==> config.mk <==
export PLATFORM = sky130hd
export DESIGN_NAME = inst_fetch
export DESIGN_NICKNAME = d
export VERILOG_FILES = /design/src/rtl/inst_fetch.sv
export SDC_FILE = /design/constraint.sdc
export NUM_CORES = 1
export LEC_CHECK = 0
export ABC_CLOCK_PERIOD_IN_PS = 4900
export BUFFER_PORTS_ARGS = -buffer_cell sky130_fd_sc_hd__buf_4
export CORE_MARGIN = 4
export CORE_UTILIZATION = 48
export CTS_BUF_LIST = sky130_fd_sc_hd__clkbuf_16
export DETAILED_ROUTE_END_ITERATION = 10
export PLACE_DENSITY = 0.73
export SLEW_MARGIN = 15
export SYNTH_ARGS = -nofsm -noshare
export SYNTH_HDL_FRONTEND = slang
export SYNTH_SLANG_ARGS = --single-unit
==> constraint.sdc <==
create_clock -name clk -period 4.9 [get_ports clk]
set_input_delay 0.245 -clock clk [delete_from_list [all_inputs] [get_ports clk]]
set_output_delay 0.245 -clock clk [all_outputs]
set_load 0.01 [all_outputs]
==> src/rtl/inst_fetch.sv <==
// Instruction fetch front end: owns the PC, drives the synchronous-read imem,
// and hands (pc, inst) pairs to decode over valid/ready with a one-entry hold buffer.
module inst_fetch #(
  parameter int unsigned           ADDR_WIDTH = 32,
  parameter int unsigned           DATA_WIDTH = 32,
  parameter logic [ADDR_WIDTH-1:0] RESET_PC   = '0
) (
  input  logic                  clk,
  input  logic                  rst_n,
  output logic [ADDR_WIDTH-1:0] imem_addr,
  input  logic [DATA_WIDTH-1:0] imem_inst,
  input  logic                  redirect_valid,
  input  logic [ADDR_WIDTH-1:0] redirect_pc,
  output logic                  out_valid,
  input  logic                  out_ready,
  output logic [DATA_WIDTH-1:0] out_inst,
  output logic [ADDR_WIDTH-1:0] out_pc,
  output logic                  out_misaligned
);

  typedef enum logic {RUN, HOLD} state_e;

  localparam logic [ADDR_WIDTH-1:0] PC_STEP = ADDR_WIDTH'(4);

  state_e                  state_q, state_d;
  logic [ADDR_WIDTH-1:0]   pc_req_q, pc_req_d;
  logic [ADDR_WIDTH-1:0]   pc_resp_q, pc_resp_d;
  logic                    resp_valid_q, resp_valid_d;
  logic [DATA_WIDTH-1:0]   hold_inst_q, hold_inst_d;
  logic [ADDR_WIDTH-1:0]   hold_pc_q, hold_pc_d;

  // imem_addr depends only on registered state and redirect, never on out_ready.
  assign imem_addr = redirect_valid ? redirect_pc : pc_req_q;

  always_comb begin
    out_inst = imem_inst;
    out_pc   = pc_resp_q;
    if (state_q == HOLD) begin
      out_inst = hold_inst_q;
      out_pc   = hold_pc_q;
    end
  end

  assign out_valid      = ((state_q == HOLD) || resp_valid_q) && !redirect_valid;
  assign out_misaligned = |out_pc[1:0];

  always_comb begin
    state_d      = state_q;
    pc_req_d     = pc_req_q;
    pc_resp_d    = pc_resp_q;
    resp_valid_d = resp_valid_q;
    hold_inst_d  = hold_inst_q;
    hold_pc_d    = hold_pc_q;

    if (redirect_valid) begin
      state_d      = RUN;
      pc_resp_d    = redirect_pc;
      pc_req_d     = redirect_pc + PC_STEP;
      resp_valid_d = 1'b1;
      hold_inst_d  = '0;
      hold_pc_d    = '0;
    end else if (state_q == RUN) begin
      if (!resp_valid_q || out_ready) begin
        pc_resp_d    = pc_req_q;
        pc_req_d     = pc_req_q + PC_STEP;
        resp_valid_d = 1'b1;
      end else begin
        state_d     = HOLD;
        hold_inst_d = imem_inst;
        hold_pc_d   = pc_resp_q;
      end
    end else if (out_ready) begin
      // pc_req was re-presented this cycle, so its data lands next cycle; the
      // register steps past it so the following fetch is not a duplicate.
      state_d      = RUN;
      pc_resp_d    = pc_req_q;
      pc_req_d     = pc_req_q + PC_STEP;
      resp_valid_d = 1'b1;
    end
  end

  always_ff @(posedge clk or negedge rst_n) begin
    if (!rst_n) begin
      state_q      <= RUN;
      pc_req_q     <= RESET_PC;
      pc_resp_q    <= '0;
      resp_valid_q <= 1'b0;
      hold_inst_q  <= '0;
      hold_pc_q    <= '0;
    end else begin
      state_q      <= state_d;
      pc_req_q     <= pc_req_d;
      pc_resp_q    <= pc_resp_d;
      resp_valid_q <= resp_valid_d;
      hold_inst_q  <= hold_inst_d;
      hold_pc_q    <= hold_pc_d;
    end
  end

endmodule
======== Word level (Yosys, flattened, before mapping) ========
Index checks and enable logic that the tools add are counted.
word-level totals
  flip-flop bits (word level) ............. 130
  latch bits .............................. 0
  RAM bits ................................ 0
  bits in read-only memories .............. 0
  input bits .............................. 68
  output and inout bits ................... 98
  memories ................................ 0
cells by class
  add/sub/neg operators ................... 2
  multiply operators ...................... 0
  div/mod/pow operators ................... 0
  order comparisons ....................... 0
  eq/ne operators ......................... 3
  shifts and indexed selects .............. 0
  muxes and demuxes ....................... 25
  bitwise operators ....................... 0
  reduce and logical (&&, ||, !) cells .... 9
operators with widths
  operator                                                         number
  32-bit 2-to-1 mux                                                17
  32-bit by 3-bit adder with 32-bit output, second input constant  2
  1-bit 2-to-1 mux                                                 8
  2-bit != test, second input constant                             2
  2-bit AND reduction                                              2
  3-bit != test, second input constant                             1
  3-bit nonzero test                                               1
  1-bit zero test                                                  2
  1-bit logical OR                                                 2
  2-bit OR reduction                                               1
  1-bit logical AND                                                1

======== Logic depth before layout (Yosys ltp) ========
  depth after elaboration ................. 5
  depth in mapped cells ................... 11

======== Least setup slack after synthesis ========
No wires, ideal clock.
  path type ............................... in2reg
  start ................................... input port redirect_valid
  end ..................................... register pc_req_q[28]
  setup time .............................. 0.095 ns
  data arrival time ....................... 2.462 ns
  setup slack ............................. 2.342 ns
  stages on the path ...................... 11
  path buffers ............................ 4
  cells stage by stage .................... buf_6 -> buf_6 -> buf_4 -> buf_2 -> mux2_2 -> ha_1 -> nand4b_1 -> a21oi_4 -> nand4_2 -> o31a_1 -> o31ai_1
on the way
  longest elaborated chain between the ends .. 2
RTL lines
  what                                                           RTL line  source
  start, declared                                                12        input logic redirect_valid,
  3-bit != test (no line) or 3-bit nonzero test (tied branches)  n/a
  2-bit AND reduction (no line)                                  n/a
  end signal, assigned                                           92        pc_req_q <= pc_req_d;
  end, declared                                                  26        logic [ADDR_WIDTH-1:0] pc_req_q, pc_req_d;
Parallel ways exist; a longest one is shown, timed or not.
A chain may end at the register's enable or synchronous reset.

======== Worst setup path after layout ========
  start ................................... register state_q
  end ..................................... register pc_req_q[31]
on the way
  longest elaborated chain between the ends .. 2
RTL lines
  what                                                                RTL line  source
  start, declared                                                     25        state_e state_q, state_d;
  start signal, assigned                                              91        state_q <= state_d;
  3-bit != test (no line) (tied with other cells)                     n/a
  2-bit AND reduction (no line) or 32-bit 2-to-1 mux (tied branches)  n/a
Parallel ways exist; a longest one is shown, timed or not.

==> run_results.csv <==
group,metric,value,unit
sta,fin_crit_sh,60.1,%
global_routing,grt_max_degree,88,
cells_and_area,fillers,1129,
sta,hold_violations,0,
worst_setup_path,crit_chain,"buf_4 -> o21bai_1 -> or2_2 -> clkinv_1 -> or3_1 -> o221ai_1 -> nor2_1",
synthesis,synth_area_per_cell,11.0,sq um
global_routing,grt-ovfl-total,0,
pwr,p_leak,4.14,nW
cells_and_area,area_growth_syn_to_layout,29.0,%
pwr,p_int,0.00237,W
die,die_x,127,microns
global_routing,antenna_found_initial,0,
pwr,switching_share,27.9,%
die,fp.dieH,127,microns
synthesis,synth_flop_cell,"dfrtp_1",
pwr,p_sw,0.000920,W
clocking,htree_levels,4,
cells_and_area,seq_area,3250,sq um
die,rows,43,
drt,avgViaCountPerCell,5.73,
clocking,post_cts_buffers,0,
worst_setup_path,path_delay_family,"buffers and inverters",
synthesis,yosys-top-cells-count,"dfrtp_1, mux2_2, a22o_1",
global_routing,grt_pass1_wl,29300,microns
pwr,power_frac_clock,40.3,%
pwr,power.density,378,nW/um^2
drt,drt_pass1_iterations,5,
worst_setup_path,crit_required,5.20,ns
synthesis,synthTopCellsByArea,"dfrtp_1, mux2_2, a22o_1",
die,die_area,16000,sq um
cells_and_area,layout-drive-gt1-share,38.9,%
synthesis,synth_sequential_area_ratio,48.1,%
global_routing,grt_pass1_vias,5614,
pwr,power_frac_seq,39.0,%
pwr,vdd_drop_max,213,uV
cells_and_area,fin_nets,830,
place,finalWeightedCongestion,0.860,
worst_setup_path,crit_slowest_cell,"clkinv_1",
run_status,status,"finished clean",
worst_setup_path,arrival,3.24,ns
clocking,cts_buffer_depth,2,
clocking,clkTransAtPathRegs,0.06,ns
drt,drt-total-wl,18000,microns
sta,max_freq,0.340,GHz
drt,post_drt_wl_per_cell,18.9,microns
clocking,clkLatencyLatePin,0.42,ns
clocking,cts_root_buffer,"clkbuf_16",
clocking,cts_tree,"built",
sta,finalMaxSlewViolations,0,
worst_setup_path,start_kind,"flop",
sta,finClkSkew,0.00603,ns
pwr,total_power,0.00329,W
global_routing,globalRouteTotalUtil,22.7,%
sta,slew_headroom,31.4,%
synthesis,yosysMostFrequentCell,"dfrtp_1",
sta,tns,0,ns
synthesis,async_flop_share,100,%
synthesis,synth_top_area_share,48.1,%
sta,layout_min_cycle_time,2.94,ns
die,core_area,13800,sq um
worst_setup_path,criticalPathCategory,"flop to flop",
synthesis,syn-cell-area,6760,sq um
synthesis,ys_types,59,
clocking,numCtsBuffers,17,
worst_setup_path,r2r_slack,1.96,ns
synthesis,synth_area_leader_cell,"dfrtp_1",
sta,setup_viol,0,
cells_and_area,multiInputGateArea,3240,sq um
sta,rsz0062_at_grt,"no",
die,ioPinCount,166,
pwr,comb_power_share,20.7,%
drt,num_vias,5471,
sta,worstMarginPinSlew,1.03,ns
synthesis,yosys_warnings,0,
worst_setup_path,cp_slowest_stage_delay,0.71,ns
worst_setup_path,cp_num_buf_inv,2,
min_path,hp-class,"primary input to flop",
place,io_buffers,165,
cells_and_area,antennaDiodeCount,0,
place,dp_hpwl,12100,microns
clocking,clkSinkCount,130,
drt,drc,0,
synthesis,synth_edf_count,0,
synthesis,synthCells,612,
drt,initialDrtViolationCount,328,
flow_run,maxCapViolations,0,
die,start_util,48.9,%
drt,ant_nets,0,
worst_setup_path,cp-end-kind,"flop",
synthesis,syn_nets,681,
synthesis,ys_ff_latch,130,
worst_setup_path,cp_max_fo,65,
## final timing paths
kind | to | start | cells past startpoint
worst min-delay path | hold_inst_q[12] | imem_inst[12] | 2
worst max-delay path | pc_req_q[31] | state_q | 7
max in group asynchronous | pc_req_q[10] | rst_n | 3
worst max register to register | pc_req_q[31] | state_q | 7
worst min register to register | hold_pc_q[31] | hold_pc_q[31] | 1
min in group asynchronous | hold_inst_q[30] | rst_n | 2
## power groups by stage
stage / sequential (W) / clock, W / combinational [W]
2_1_floorplan: 0.00127 / 0 / 0.000392
3_3_place_gp: 0.00129 / 0 / 0.000669
3_5_place_dp: 0.00130 / 0 / 0.000682
4_1_cts: 0.00128 / 0.00134 / 0.000688
5_1_grt: 0.00130 / 0.00140 / 0.000741
6_report: 0.00128 / 0.00133 / 0.000681
## sequential cells by signal, summed over array words and instances (netlist names)
name	count
pc_req_q	32
resp_valid_q	1
hold_inst_q	32
pc_resp_q	32
state_q	1
hold_pc_q	32
## metal layers
layer / vias to the layer above / share of wire, % / track usage (%)
met3: 31 / 5.6 / 5.09
met2: 182 / 48 / 36.6
met4: 0 / 2.1 / 8.96
met1: 2727 / 44 / 29.8
li1: 2531 / - / -
met5: - / 0 / 0
## kinds of logic (layout without fill, tap and decap cells)
logic type / Yosys count / after routing / share of synthesized area, %
compound gates: 142 / 142 / 16.4
xor+xnor: 15 / 15 / 1.94
fa+ha+maj: 1 / 1 / 0.185
buf+inv: 63 / 225 / 4.07
flops: 130 / 130 / 48.1
mux: 100 / 100 / 16.3
simple gates: 161 / 161 / 13.0
## worst reg2reg max path, stage by stage (launching register included)
cell and delay, ns:
dfrtp_2 0.40, buf_4 0.39, o21bai_1 0.40, or2_2 0.18, clkinv_1 0.71, or3_1 0.61
o221ai_1 0.08, nor2_1 0.06
## timing repair
action | 4_1_cts | 5_1_grt
hold buffers | 0 | 1
hold endpoints to repair | 0 | 84
resized for setup | 0 | 0
## per-stage QoR
stage                     cell area, sq um  hold WS, ns  instances  setup WS, ns  utilization (%)
after floorplan                       6760      -0.0506        612          2.34                -
after global placement                8090        0.466        921          2.10             58.5
after detailed placement              8090        0.474        921          1.93             58.5
after CTS                             8700       0.0332        953          1.93             63.0
after global routing                  8720       0.0353        954          1.69             63.1
final                                 8720       0.0452        954          1.96             63.1
## layout make-up
class	instances	area share, %
flip-flops and latches	130	37.3
multi-input cells	419	37.2
repair buffers	172	14.9
well taps	180	2.58
clock inverters	15	2.21
clock buffers	17	4.88
inverters	21	0.904
## cell usage in the layout (no fill, tap or decap), types with 3 or more instances in the layout
master / Yosys / final
nor2_1: 61 / 60
a22o_1: 64 / 64
o31ai_1: 9 / 9
xnor2_1: 13 / 13
nand2b_1: 3 / 3
mux2i_1: 20 / 20
o21ai_0: 3 / 3
mux2_2: 80 / 80
nor3_1: 8 / 8
inv_1: 20 / 21
clkinv_2: 0 / 3
nand4b_1: 4 / 4
a21oi_1: 34 / 34
nand4_2: 3 / 3
nand3b_1: 5 / 5
clkinv_4: 0 / 4
o21a_1: 8 / 8
nand4_1: 7 / 7
nand2_1: 31 / 31
clkbuf_16: 0 / 17
nand3_1: 16 / 16
buf_4: 3 / 170
and2_1: 3 / 3
dfrtp_1: 130 / 129
bufinv_16: 0 / 4
(Power assumes the default switching activity.)
